[src/rtl/serial_frame_tx_pkg.sv]
// Shared definitions for the serial frame transmitter: state encoding and
// elaboration-time helpers.
package serial_frame_tx_pkg;

  localparam int MAX_DATA_W = 16;

  typedef enum logic [2:0] {
    IDLE   = 3'd0,
    START  = 3'd1,
    DATA   = 3'd2,
    PARITY = 3'd3,
    STOP   = 3'd4
  } state_e;

  // Ceiling log2 with a floor of 1 so single-value counters still get a bit.
  function automatic int clog2_min1(input int v);
    int r;
    r = 0;
    for (int i = 0; i < 31; i++) begin
      if ((32'sd1 <<< i) < v) begin
        r = i + 1;
      end
    end
    return (r < 1) ? 1 : r;
  endfunction

  function automatic logic even_parity(input logic [MAX_DATA_W-1:0] d);
    return ^d;
  endfunction

endpackage

[src/rtl/serial_frame_tx_bit_timer.sv]
// Per-bit cycle counter: runs 0..BIT_CYCLES-1 and flags the last cycle of a bit.
module serial_frame_tx_bit_timer
  import serial_frame_tx_pkg::*;
#(
  parameter int BIT_CYCLES = 4,
  parameter int TW         = clog2_min1(BIT_CYCLES)
) (
  input  logic          clk,
  input  logic          rst,
  input  logic          clear,
  output logic          tick,
  output logic [TW-1:0] count
);

  localparam logic [TW-1:0] LAST = TW'(BIT_CYCLES - 1);

  logic [TW-1:0] count_q;
  logic [TW-1:0] count_d;

  assign tick  = (count_q == LAST);
  assign count = count_q;

  // next count: wrap on the last cycle of a bit or when the FSM holds it idle
  always_comb begin
    count_d = count_q;
    if (clear || tick) begin
      count_d = '0;
    end else begin
      count_d = count_q + TW'(1);
    end
  end

  // count register
  always_ff @(posedge clk) begin
    if (rst) begin
      count_q <= '0;
    end else begin
      count_q <= count_d;
    end
  end

endmodule

[src/rtl/serial_frame_tx.sv]
// Parallel-to-serial frame transmitter: start bit, DATA_W bits LSB first,
// optional even parity, stop bit; every bit held BIT_CYCLES clocks.
module serial_frame_tx
  import serial_frame_tx_pkg::*;
#(
  parameter int DATA_W     = 8,
  parameter int BIT_CYCLES = 4,
  parameter int PARITY_EN  = 0
) (
  input  logic              clk,
  input  logic              rst,
  input  logic [DATA_W-1:0] tx_data,
  input  logic              tx_valid,
  output logic              tx_ready,
  output logic              sd,
  output logic              busy,
  output logic              done
);

  localparam int TW = clog2_min1(BIT_CYCLES);
  localparam int IW = clog2_min1(DATA_W);
  localparam logic [IW-1:0] LAST_IDX = IW'(DATA_W - 1);
  localparam logic [TW-1:0] PRE_LAST = TW'((BIT_CYCLES >= 2) ? (BIT_CYCLES - 2) : 0);

  state_e            state_q;
  logic [DATA_W-1:0] shift_q;
  logic [IW-1:0]     idx_q;
  logic              par_q;
  logic              sd_q;
  logic              busy_q;
  logic              done_q;

  logic              tick_s;
  logic [TW-1:0]     cnt_s;
  logic [DATA_W-1:0] shift_nx_s;
  logic              last_bit_s;
  logic              stop_entry_s;
  logic              done_d;

  serial_frame_tx_bit_timer #(
    .BIT_CYCLES (BIT_CYCLES),
    .TW         (TW)
  ) u_bit_timer (
    .clk   (clk),
    .rst   (rst),
    .clear (state_q == IDLE),
    .tick  (tick_s),
    .count (cnt_s)
  );

  assign shift_nx_s   = shift_q >> 1;
  assign last_bit_s   = (idx_q == LAST_IDX);
  assign stop_entry_s = tick_s && (((state_q == DATA) && last_bit_s && (PARITY_EN == 0))
                                   || (state_q == PARITY));

  // done is registered, so it is raised one edge ahead of the final stop cycle
  always_comb begin
    done_d = 1'b0;
    if (BIT_CYCLES == 1) begin
      done_d = stop_entry_s;
    end else begin
      done_d = (state_q == STOP) && (cnt_s == PRE_LAST);
    end
  end

  // frame sequencer with registered line, busy and done outputs
  always_ff @(posedge clk) begin
    if (rst) begin
      state_q <= IDLE;
      shift_q <= '0;
      idx_q   <= '0;
      par_q   <= 1'b0;
      sd_q    <= 1'b1;
      busy_q  <= 1'b0;
      done_q  <= 1'b0;
    end else begin
      done_q <= done_d;
      case (state_q)
        IDLE: begin
          if (tx_valid) begin
            state_q <= START;
            shift_q <= tx_data;
            par_q   <= even_parity(MAX_DATA_W'(tx_data));
            idx_q   <= '0;
            sd_q    <= 1'b0;
            busy_q  <= 1'b1;
          end
        end
        START: begin
          if (tick_s) begin
            state_q <= DATA;
            sd_q    <= shift_q[0];
          end
        end
        DATA: begin
          if (tick_s) begin
            if (last_bit_s) begin
              idx_q <= '0;
              if (PARITY_EN != 0) begin
                state_q <= PARITY;
                sd_q    <= par_q;
              end else begin
                state_q <= STOP;
                sd_q    <= 1'b1;
              end
            end else begin
              shift_q <= shift_nx_s;
              idx_q   <= idx_q + IW'(1);
              sd_q    <= shift_nx_s[0];
            end
          end
        end
        PARITY: begin
          if (tick_s) begin
            state_q <= STOP;
            sd_q    <= 1'b1;
          end
        end
        STOP: begin
          if (tick_s) begin
            state_q <= IDLE;
            sd_q    <= 1'b1;
            busy_q  <= 1'b0;
          end
        end
        default: begin
          state_q <= IDLE;
          sd_q    <= 1'b1;
          busy_q  <= 1'b0;
        end
      endcase
    end
  end

  assign tx_ready = (state_q == IDLE);
  assign sd       = sd_q;
  assign busy     = busy_q;
  assign done     = done_q;

endmodule

[config.mk]
export PLATFORM = sky130hd
export DESIGN_NAME = serial_frame_tx
export DESIGN_NICKNAME = d
export VERILOG_FILES = /design/src/rtl/serial_frame_tx_pkg.sv /design/src/rtl/serial_frame_tx_bit_timer.sv /design/src/rtl/serial_frame_tx.sv
export SDC_FILE = /design/constraint.sdc
export NUM_CORES = 1
export LEC_CHECK = 0
export CAP_MARGIN = 20
export CORE_ASPECT_RATIO = 1.75
export CORE_MARGIN = 3
export CORE_UTILIZATION = 25
export DETAILED_ROUTE_END_ITERATION = 8
export GPL_TIMING_DRIVEN = 0
export PLACE_DENSITY = 0.44
export SETUP_SLACK_MARGIN = 0.02
export SKIP_LAST_GASP = 1
export SLEW_MARGIN = 25
export SYNTH_ARGS = -nofsm -noshare
export SYNTH_HDL_FRONTEND = slang
export SYNTH_HIERARCHICAL = 1
export SYNTH_SLANG_ARGS = --single-unit
[constraint.sdc]
create_clock -name clk -period 2.1 [get_ports clk]
set_clock_uncertainty 0.2 [all_clocks]
set_input_delay 0.21 -clock clk [delete_from_list [all_inputs] [get_ports clk]]
set_output_delay 0.21 -clock clk [all_outputs]
set_load 0.02 [all_outputs]
; Word-level counts from Yosys, hierarchy flattened
; Cells that the tools add are included.
[totals]
elab_cells = 61
out_inout_bits = 4
reg_bits = 19
[classes]
muxes = 24
n_bitwise = 1
n_eq_ne = 15
n_reduce_logical = 12
n_addsub = 2
[ops]
columns = cell, n
row1 = two-way mux 3 bit, 9
row2 = two-way mux 8 bit, 3
row3 = one-hot mux 8 bit (2 select lines), 1
row4 = one-hot mux 3 bit (5 select lines), 1
row5 = "!= test 2 x 1 -> 1 bit, second input constant", 5
row6 = AND reduction 4 bit, 2
row7 = two-way mux 1 bit, 7
row8 = "== test 3 x 2 -> 1 bit, second input constant", 2
row9 = "== test 3 bit, second input constant", 2
row10 = "!= test 2 bit, second input constant", 3
row11 = one-hot mux 3 bit (2 select lines), 1
row12 = AND reduction 3 bit, 2
row13 = AND reduction 6 bit, 1
row14 = "== test 2 bit, second input constant", 2
row15 = one-hot mux 1 bit (4 select lines), 1
row16 = OR reduction 2 bit, 2
row17 = "adder 3 x 1 -> 3 bit, second input constant", 1
row18 = "== test 3 x 1 -> 1 bit, second input constant", 1
row19 = logical NOT 3 bit, 1
row20 = one-hot mux 1 bit (3 select lines), 1
row21 = OR reduction 3 bit, 1
row22 = "adder 2 x 1 -> 2 bit, second input constant", 1
row23 = nonzero test 2 bit, 1
row24 = logical AND 1 bit, 1
row25 = other kinds (2), 2

; Depth between registers and ports, before layout
; Gate-level depths: netlist of run 1.
[logic_depth]
ltp_word = 4
depth_mapped = 5
mapped_depth_nobuf = 5

; By module
; Netlist of run 1, hierarchy kept.
[by_module_without_submodules]
columns = mod, area_per_inst_um2, seq_area_each_um2, n_inst, cells_each
row1 = serial_frame_tx, 943.4, 340.3, 1, 99
row2 = serial_frame_tx_bit_timer, 80.1, 40.0, 1, 5

; Worst setup path before layout of run 1
; OpenSTA, ideal clock, no wires.
[synth_path]
kind = register -> register
from = reg idx_q[0]
to = reg shift_q[7]
arrival_time_ps = 1441
path_stages_with_launch = 6
period_less_slack_ps = 1758
setup_time_ps = 116
path_buffers = 0
setup_slack_ps = 342
cell_sequence = dfxtp_1 ha_1 ha_1 nand3b_1 a21o_1 a31o_2
[synth_between]
elab_chain_cells = 3
[synth_rtl]
columns = item, line
row1 = from (decl), serial_frame_tx.sv:27  ; logic [IW-1:0] idx_q;
row2 = from (signal assigned), serial_frame_tx.sv:108  ; idx_q <= idx_q + IW'(1);
row3 = == test 3 bit, serial_frame_tx.sv:52  ; assign last_bit_s = (idx_q == LAST_IDX);
row4 = != test 2 bit (no source line), --
row5 = AND reduction 4 bit (no source line), --
row6 = to (signal assigned), serial_frame_tx.sv:82  ; shift_q <= tx_data;
row7 = to (signal assigned), serial_frame_tx.sv:107  ; shift_q <= shift_nx_s;
row8 = to (decl), serial_frame_tx.sv:26  ; logic [DATA_W-1:0] shift_q;
; No other way between the ends.
; A chain may end at the register's enable or synchronous reset.

; Worst setup path after layout of run 1
[layout_path]
from = reg state_q[2]
to = out tx_ready
[layout_between]
elab_chain_cells = 1
[layout_rtl]
columns = item, line
row1 = from (decl), serial_frame_tx.sv:25  ; state_e state_q;
row2 = from (signal assigned), serial_frame_tx.sv:69  ; state_q <= IDLE;
row3 = from (signal assigned), serial_frame_tx.sv:81  ; state_q <= START;
row4 = from (signal assigned), serial_frame_tx.sv:91  ; state_q <= DATA;
row5 = logical NOT 3 bit, serial_frame_tx.sv:135  ; assign tx_ready = (state_q == IDLE);
row6 = to (decl), serial_frame_tx.sv:14  ; output logic tx_ready,
; No other way between the ends.

==> key figures, run 1 <==
Synthesis
  – Syn. warnings: 6
  – XOR/XNOR share of the synthesized area: 0%
  – Synth Area in Compound Gates: 25.67%
  – Sequential area share after synthesis: 37.16%
  – Post-Synth Adder-Cell Area: 4.890%
  – Synth Area in Simple Gates: 16.26%
  – Syn Area/Cell: 9.841 sq um
  – Register bit total from synthesis: 19
  – Number of enable flip-flop cells after synthesis: 0
  – Most frequent cells after synthesis: 19 x dfxtp_1, 8 x a21oi_1, 8 x mux2i_1
  – Post-synth top area cell: dfxtp_1
  – Ranking of synthesized cells by area: dfxtp_1 37%, mux2i_1 7.8%, a2111oi_0 6.0%
  – Most numerous cell in the Yosys netlist: dfxtp_1
  – Multiplexer share of the synthesized area: 8.924%
  – Synthesized cell area: 1023 sq um
  – Count of unique library cells instantiated by Yosys: 36
  – Ys flop type: dfxtp_1
  – Async SR Flop Fraction: 0%
  – Syn_nets: 119
  – Yosys top cell area share: 37.16%
  – Mapped Cells: 104
  – Largest family of logic cells by synthesized area: compound AO/OA/AOI/OAI gates

Critical path
  – FF-to-FF Start: u_bit_timer/count[0]$_SDFF_PP0_
  – Reg-to-reg critical path endpoint: sd$_SDFFE_PP1P_
  – CP Class: reg2out
  – Worst Path Max Fanout: 10
  – CP required: 1.69 ns
  – FF-to-FF setup slack: 0.16 ns
  – Crit path launch type: flip-flop
  – R2r worst-path depth: 4
  – CP arrival: 1.57 ns
  – Critical Path Sink Type: output port

Status
  – Status: finished clean

Final layout
  – Nets@finish: 139
  – Final Cell Area: 1291 sq um
  – Ant. Diodes: 0
  – P&R area growth vs syn: 26.16%
  – Multi-input logic area: 585.6 sq um
  – Reg area: 380.4 sq um
  – # fillers: 432
  – Fraction of layout cells with a size suffix above 1: 16.26%

Placement
  – DP Worst Slack: 0.01046 ns
  – I/O Buffers: 14
  – Area after DPL: 1224 sq um
  – GP Congestion: 0.8275
  – DPL Wire Length: 1932 microns

Clocking
  – Clock-pin slew on the worst setup and hold paths: 0.08 ns
  – Clock root buffer: clkbuf_8
  – CTS H-tree depth: 1
  – Longest Clk Path Bufs: 2
  – TritonCTS Buffers: 3
  – Clock network latency to the later pin of the worst-skew pair: 0.25 ns
  – Sink Count: 19
  – CTS tree: done

Die
  – Std-Cell Rows: 30
  – Die area: 4928 sq um
  – Initial Util: 26.22%
  – CORE AREA: 3904 sq um
  – Die Wd: 54.37 microns
  – I/O Pins: 15
  – Die Y: 90.64 microns

STA
  – Final Worst Setup Slack: 0.1158 ns
  – Rel. slew slack: 65.28%
  – Pins Over Slew Limit: 0
  – Final setup fails: 0
  – Maximum clock rate: 504.0 MHz
  – RSZ-0062 raised after global routing: yes
  – Slew at the pin closest to its max-slew limit: 0.5208 ns
  – Total Neg Setup Slack: 0 ns
  – Final Hold Viols: 0
  – Final min period: 1.984 ns
  – Final period utilization: 94.49%

Detailed routing
  – DR iter-0 viols: 16
  – Drt first pass iters: 4
  – Via density: 5.275
  – Drt wl/cell: 15.42 microns
  – Final wirelength: 2636 microns
  – Post-route ant nets: 0
  – DR vias: 902
  – DRC errors left: 0

Min path
  – Hold Crit Depth: 2
  – Sink of the worst hold path: done$_SDFF_PP0_
  – Hold Path Class: reg2reg
  – Worst Hold Launch: u_bit_timer/count[1]$_SDFF_PP0_

Global routing
  – Gr ovfl total: 0
  – First-pass GRT wire length: 4409 microns
  – Largest net degree at the start of global routing: 11
  – Initial antenna violation count: 0
  – Vias in the first global route: 937
  – Gr usage total: 12.00%

Pwr
  – Peak VDD IR: 0.0003283 V
  – Leak pwr: 0.0004480 uW
  – Power per Cell Area: 661.6 nW/um^2

Run
  – Max_cap viols: 0
-- layer usage --
layer / global-route usage, % / share of wire [%] / routed length, microns / up-vias
li1: - / - / - / 441
met1: 14.43 / 42 / 1117 / 435
met2: 19.30 / 51 / 1343 / 20
met4: 6.861 / 3.3 / 87 / 0
met5: 0 / 0 / 0 / -
met3: 1.653 / 3.3 / 88 / 6
-- state kept, by name, indices dropped and copies added (netlist names) --
| register | cells |
|---|---|
| busy | 1 |
| done | 1 |
| shift_q | 8 |
| idx_q | 3 |
| u_bit_timer/count | 2 |
| sd | 1 |
| state_q | 3 |
-- how the worst max path moves through the flow --
| stage | from | to | slack (ns) | cells after the start |
|---|---|---|---|---|
| 6_report | state_q[2]$_SDFFE_PP0P_ | tx_ready | 0.12 | 4 |
| 5_1_grt | u_bit_timer/count[0]$_SDFF_PP0_ | idx_q[2]$_SDFFE_PP0P_ | 0.004 | 5 |
| 4_1_cts | state_q[2]$_SDFFE_PP0P_ | tx_ready | 0.03 | 4 |
| 3_5_place_dp | state_q[2]$_SDFFE_PP0P_ | tx_ready | 0.01 | 4 |
| 3_3_place_gp | state_q[2]$_SDFFE_PP0P_ | tx_ready | 0.009 | 4 |
| 2_1_floorplan | idx_q[0]$_SDFFE_PP0P_ | shift_q[7]$_SDFFE_PP0P_ | 0.34 | 5 |
-- cell families after synthesis --
group                    Yosys count
AO/OA/AOI/OAI                     37
multiplexers                       9
AND/OR/NAND/NOR                   24
adder cells (fa/ha/maj)            4
buffers and inverters             11
flip-flops                        19
-- through the flow --
step                total power (uW)  utilization (%)  hold slack [ns]  std cells
floorplan                      531.7                -          0.08344        104
global placement               598.0            31.35           0.2422        166
detailed placement             599.5            31.35           0.2461        166
CTS                            859.1            32.50           0.2567        170
global route                   897.1            33.08           0.2754        171
finish                         854.3            33.08           0.2572        171
-- area by class of cell --
| class | instances | share of cell area, % |
|---|---|---|
| Tap cell | 48 | 4.651 |
| Inverter | 3 | 0.8721 |
| Multi-Input combinational cell | 74 | 45.35 |
| Sequential cell | 19 | 29.46 |
| Timing Repair Buffer | 15 | 11.43 |
| Buffer | 8 | 4.748 |
| Clock buffer | 4 | 3.488 |
-- power by group --
part	switching, uW	internal (uW)
clock network	125	135
logic	102	94.7
registers	13.7	384
-- cell usage in the layout, fill, tap and decap left out, types with 2 or more instances in the layout --
cell,instances
nand2_1,2
clkbuf_8,3
mux2i_1,8
nor4b_2,2
inv_1,2
nand4_1,3
buf_4,2
ha_1,4
nor3_1,2
a2111oi_0,2
o21ai_0,7
a2111oi_1,4
clkbuf_1,2
a31o_1,7
buf_2,3
a21oi_1,8
nand2b_1,3
clkdlybuf4s50_1,13
nand3_1,2
dfxtp_1,19
nor2_1,3
-- repair_timing --
item / CTS / global route
resized for setup: 2 / 9
hold buffers: 0 / 0
gates cloned: 0 / 0
setup buffers: 0 / 1
pin swaps: 0 / 0
setup endpoints to repair: 1 / 11
-- critical path, stage by stage, from the launching register on --
cell             delay (ns)
dfxtp_1                0.34
or2_1                  0.27
buf_2                  0.20
nor2_2                 0.17
clkdlybuf4s15_1        0.33
Note: power is estimated with default switching activity, not from simulation.
==> inputs of run 2 (changes only) <==
--- a/config.mk
+++ b/config.mk
@@ -6,7 +6,7 @@
 export NUM_CORES = 1
 export LEC_CHECK = 0
 export CAP_MARGIN = 20
-export CORE_ASPECT_RATIO = 1.75
+export CORE_ASPECT_RATIO = 0.6
 export CORE_MARGIN = 3
 export CORE_UTILIZATION = 25
 export DETAILED_ROUTE_END_ITERATION = 8
==> run 2 against run 1 <==
Effect of this change: register-to-register slack worse by 0.03 ns; die area is 0.10% lower; largest power group unchanged; worst setup slack worse by 0.013 ns; critical path depth stayed put; core utilization is 0.74 points higher; power is 0.13% higher; clock power hardly changed; largest cell class unchanged; critical path type unchanged.
==> key figures, run 2 (synthesis gave the netlist of run 1 again) <==
Global routing
  – First-pass GRT wire length: 4229 microns
  – Gr ovfl total: 0
  – Initial antenna violation count: 0
  – Vias in the first global route: 859
  – Gr usage total: 11.16%
  – Largest net degree at the start of global routing: 11

Final layout
  – Fraction of layout cells with a size suffix above 1: 16.26%
  – Nets@finish: 139
  – Number of flip-flops in the largest register: 8
  – P&R area growth vs syn: 25.79%
  – Fin cells: 170
  – Largest regs: shift_q x8, idx_q x3, state_q x3
  – Ant. Diodes: 0
  – Final Cell Area: 1287 sq um
  – Most common cell after layout, fill and taps aside: dfxtp_1
  – Top reg by flops: shift_q
  – Commonest non-fill, non-tap cells in the layout: 19 x dfxtp_1, 13 x clkdlybuf4s50_1, 8 x mux2i_1, 8 x a21oi_1

Detailed routing
  – DR iter-0 viols: 30
  – DRC errors left: 0
  – DR vias: 908
  – Via density: 5.341
  – Final wirelength: 2629 microns
  – Post-route ant nets: 0
  – Drt first pass iters: 4
  – Drt wl/cell: 15.46 microns

Critical path
  – CP required: 1.69 ns
  – Worst Path Max Fanout: 10
  – Crit path launch type: flip-flop
  – CP arrival: 1.59 ns
  – Critical Path Sink Type: output port
  – CP Class: reg2out

Placement
  – Area after DPL: 1222 sq um
  – GP Congestion: 0.7386
  – I/O Buffers: 14
  – DPL Wire Length: 1896 microns
  – Placed insts: 165

Pwr
  – Psw: 242.7 uW
  – Logic pwr share: 23.0%
  – Clock share of power: 30.4%
  – Flop pwr share: 46.6%
  – Pint: 612.7 uW
  – Power per Cell Area: 664.4 nW/um^2
  – Switching Share: 28.38%
  – Leak pwr: 0.0004520 uW
  – Peak VDD IR: 0.0001632 V

STA
  – Final min period: 1.997 ns
  – Slew at the pin closest to its max-slew limit: 0.4988 ns
  – Final period utilization: 95.08%
  – Rel. slew slack: 66.74%
  – Final Hold Viols: 0
  – Pins Over Slew Limit: 0
  – Total Neg Setup Slack: 0 ns
  – Maximum clock rate: 500.8 MHz
  – RSZ-0062 raised after global routing: no
  – Final setup fails: 0

Die
  – Die Wd: 88.60 microns
  – CORE AREA: 3807 sq um
  – I/O Pins: 15
  – Std-Cell Rows: 17
  – Die area: 4923 sq um
  – Die Y: 55.56 microns
  – Initial Util: 26.88%

Min path
  – Hold Path Class: reg2reg

Clocking
  – Clock root buffer: clkbuf_8
  – Hold Buf Count CTS: 0
  – Sink Count: 19
  – Clock network latency to the later pin of the worst-skew pair: 0.26 ns
  – CTS H-tree depth: 1
  – Longest Clk Path Bufs: 2
  – CTS tree: done
  – Clock-pin slew on the worst setup and hold paths: 0.07 ns
  – TritonCTS Buffers: 3

Run
  – Max_cap viols: 0

Status
  – Status: finished clean
run 2: cell types whose count changed in the layout (fill, tap and decap cells not counted):
cell             previous run  this run
clkbuf_2                    0         1
clkdlybuf4s15_1             1         0
a2111oi_1                   4         3
a21o_1                      0         1
a21o_2                      1         0
a2111oi_0                   2         3
dlygate4sd2_1               0         1
buf_1                       1         0
run 2: worst max-delay path, stage by stage (launching register included):
cell and delay (ns):
dfxtp_1 0.32, or2_1 0.25, buf_2 0.21, nor2_2 0.19, dlygate4sd2_1 0.36
run 2: worst paths after layout:
| check | endpoint | cells after the start | from | slack, ns |
|---|---|---|---|---|
| worst min register to register | done$_SDFF_PP0_ | 2 | u_bit_timer/count[1]$_SDFF_PP0_ | 0.26 |
| worst max register to register | shift_q[7]$_SDFFE_PP0P_ | 6 | idx_q[0]$_SDFFE_PP0P_ | 0.13 |
| worst max-delay path | tx_ready | 4 | state_q[2]$_SDFFE_PP0P_ | 0.10 |
| worst min-delay path | done$_SDFF_PP0_ | 2 | u_bit_timer/count[1]$_SDFF_PP0_ | 0.26 |
run 2: what timing repair did:
action,in CTS,in global routing
setup buffers,0,1
gates resized for setup,2,7
setup endpoints to repair,1,9
pin swaps,0,0
run 2: stage by stage:
| step | util (%) | hold WS [ns] | power [uW] | setup WS, ns |
|---|---|---|---|---|
| final | 33.82 | 0.2593 | 855.4 | 0.1032 |
| after CTS | 33.32 | 0.2669 | 864.2 | 0.02379 |
| after detailed placement | 32.11 | 0.2583 | 599.8 | 0.01006 |
| after global routing | 33.82 | 0.2912 | 901.9 | 0.01733 |
| after floorplan | - | 0.08344 | 531.7 | 0.3424 |
| after global placement | 32.11 | 0.2492 | 600.0 | 0.05036 |
run 2: power by group through the flow:
stage / Clock (uW) / Sequential (uW) / Combinational [uW]
global placement: 0 / 406 / 194
finish: 260 / 399 / 196
CTS: 273 / 399 / 192
global route: 285 / 402 / 215
floorplan: 0 / 408 / 123
detailed placement: 0 / 407 / 193
run 2: routing by layer:
layer | GRT usage, % | routed length [microns] | share of wire [%]
met3 | 3.577 | 94 | 3.6
met4 | 3.879 | 37 | 1.4
met1 | 16.31 | 1417 | 54
met2 | 15.12 | 1080 | 41
met5 | 0 | 0 | 0
run 2: layout make-up:
class,instances,area [sq um]
clock buffer,4,45.04
sequential,19,380.4
timing repair buffer,15,146.4
buffer,8,62.56
inverter,3,11.26
fill,390,2520
tap,47,58.81
multi-input combinational,74,583.1
==> patch (settings of run 1) <==
The parameter `PARITY_EN` goes from 0 to 1.
--- a/src/rtl/serial_frame_tx.sv
+++ b/src/rtl/serial_frame_tx.sv
@@ -6,5 +6,5 @@
   parameter int DATA_W     = 8,
   parameter int BIT_CYCLES = 4,
-  parameter int PARITY_EN  = 0
+  parameter int PARITY_EN  = 1
 ) (
   input  logic              clk,
Check against the original RTL: same outputs for any inputs over 10 cycles, from zero or initial values and one cycle with rst high; that may be too few to reach the edited logic, so the function may still have changed.
==> patch against run 1 <==
- routed wire length decreased by 7.3%
- area after synthesis rose by 3.9%
- sequential cell count rose by 1
- via count fell by 2.9%
- first-iteration DRC count down 50%
- power down 7.0%
- sequential power up 4%
- cell area up 2.3%
- worst setup slack improved by 0.029 ns
- critical endpoint unchanged
- largest cell class unchanged
- highest routed layer unchanged
==> patch: results <==
metrics = {
    "setup_path": {
        "rr_startpoint": "idx_q[0]$_SDFFE_PP0P_",
        "worst_setup_path_end_kind": "output pin",
        "cp_max_fo": 10,
        "reg2regPathDepth": 7,
        "arrival_ns": 1.55,
        "startpoint": "state_q[1]$_SDFFE_PP0P_",
        "crit_end": "tx_ready",
        "r2r_end": "shift_q[2]$_SDFFE_PP0P_",
        "r2r_setup_slack_ns": 0.16,
    },
    "clock_network": {
        "clk_pin_slew_ns": 0.07,
        "cts_inserted_buffers": 3,
        "cts-root-buf": "clkbuf_8",
        "clockBufferDepth": 2,
        "worst_skew_pair.late_latency_ns": 0.25,
        "cts_max_level": 1,
        "cts_resized": 4,
    },
    "synth": {
        "ys_types": 38,
        "async_flop_share_pct": 0,
        "ys_top_cells_by_count": "20 x dfxtp_1, 11 x nor2_1, 8 x nand2_1, 8 x nand3_1",
        "syn_nets": 130,
        "synthTopCellsByArea": "dfxtp_1 38%, a311oi_1 5.8%, xnor2_1 5.8%",
        "yosys_warnings": 6,
        "seq_area_frac_synth_pct": 37.6,
        "synth_ff_type": "dfxtp_1",
    },
    "global_routing": {
        "met2_usage_pct": 20.2,
        "grt_use_met1_pct": 10.2,
        "grt_pass1_vias": 958,
        "grt_max_degree": 11,
        "grt_first_pass_wirelength_microns": 4240,
        "grt_util_all_layers_pct": 10.4,
        "met3_usage_pct": 1.83,
    },
    "drt": {
        "wl_per_cell_microns": 13.6,
        "dr.pass1.iters": 4,
        "first_iter_violations": 8,
        "vias": 876,
    },
    "placement": {
        "globalplace.congestion": 0.740,
        "io_buffers": 14,
        "hpwl_microns": 1910,
        "pre_cts_slack_ns": -0.179,
        "place_area_sq_um": 1260,
    },
    "finish": {
        "top_regs": "shift_q (8), idx_q (3), state_q (3)",
        "drive_gt1_share_pct": 14.4,
        "fin_nets": 149,
        "num_antenna_cells": 0,
    },
    "sta": {
        "slew_violations": 0,
        "worst_slew_pin_slew_ns": 0.564,
        "min_period_ns": 1.96,
    },
    "power_and_ir_drop": {
        "ir_drop_uv": 280,
        "p_leak_nw": 0.484,
    },
    "outcome": {
        "status": "completed",
    },
}
[patch: cell families (layout without fill, tap and decap cells)]
logic type	Yosys count	in the layout	synth area share, %
multiplexers	4	4	3.76
AND/OR/NAND/NOR	45	45	24.2
XOR/XNOR	8	8	6.59
flip-flops	20	20	37.6
buffers and inverters	11	28	6.47
adder cells (fa/ha/maj)	4	4	4.71
AO/OA/AOI/OAI	23	23	16.6
[patch: how the worst min path moves through the flow]
| stage | startpoint | endpoint | slack, ns | cells after the start |
|---|---|---|---|---|
| CTS | shift_q[7]$_SDFFE_PP0P_ | shift_q[7]$_SDFFE_PP0P_ | 0.27 | 2 |
| detailed placement | shift_q[7]$_SDFFE_PP0P_ | shift_q[7]$_SDFFE_PP0P_ | 0.26 | 2 |
| global route | shift_q[7]$_SDFFE_PP0P_ | shift_q[7]$_SDFFE_PP0P_ | 0.30 | 2 |
| global placement | idx_q[2]$_SDFFE_PP0P_ | idx_q[2]$_SDFFE_PP0P_ | 0.26 | 2 |
| floorplan | rst | u_bit_timer/count[0]$_SDFF_PP0_ | 0.08 | 1 |
| finish | shift_q[7]$_SDFFE_PP0P_ | shift_q[7]$_SDFFE_PP0P_ | 0.27 | 2 |
[patch: cell type report]
class	instances	area, sq um
fillers	441	2660
multi-input cells	84	608
flip-flops and latches	20	400
repair buffers	14	139
plain buffers	10	68.8
well taps	48	60.1
clock buffers	3	41.3
inverters	1	3.75
[patch: critical path, stage by stage, from the launching register on]
cell           delay (ns)
dfxtp_1              0.34
buf_6                0.14
clkbuf_2             0.22
nor3_4               0.23
dlygate4sd2_1        0.36
[patch: where the power goes]
group,switching [W],internal (W),total (W)
Sequential,0.0000124,0.000401,0.000413
Combinational,0.0000686,0.0000713,0.000140
Clock,0.000114,0.000127,0.000241
Total,0.000195,0.000599,0.000794
[patch: per-stage QoR]
stage	utilization (%)	cells
2_1_floorplan	-	115
3_3_place_gp	31.8	177
3_5_place_dp	31.8	177
4_1_cts	33.1	180
5_1_grt	33.2	180
6_report	33.2	180
[patch: layer usage]
layer  routed length, microns  share of wire [%]
met5                        0                  0
met4                       48                2.0
met3                      100                4.1
met2                     1340                 55
met1                      956                 39
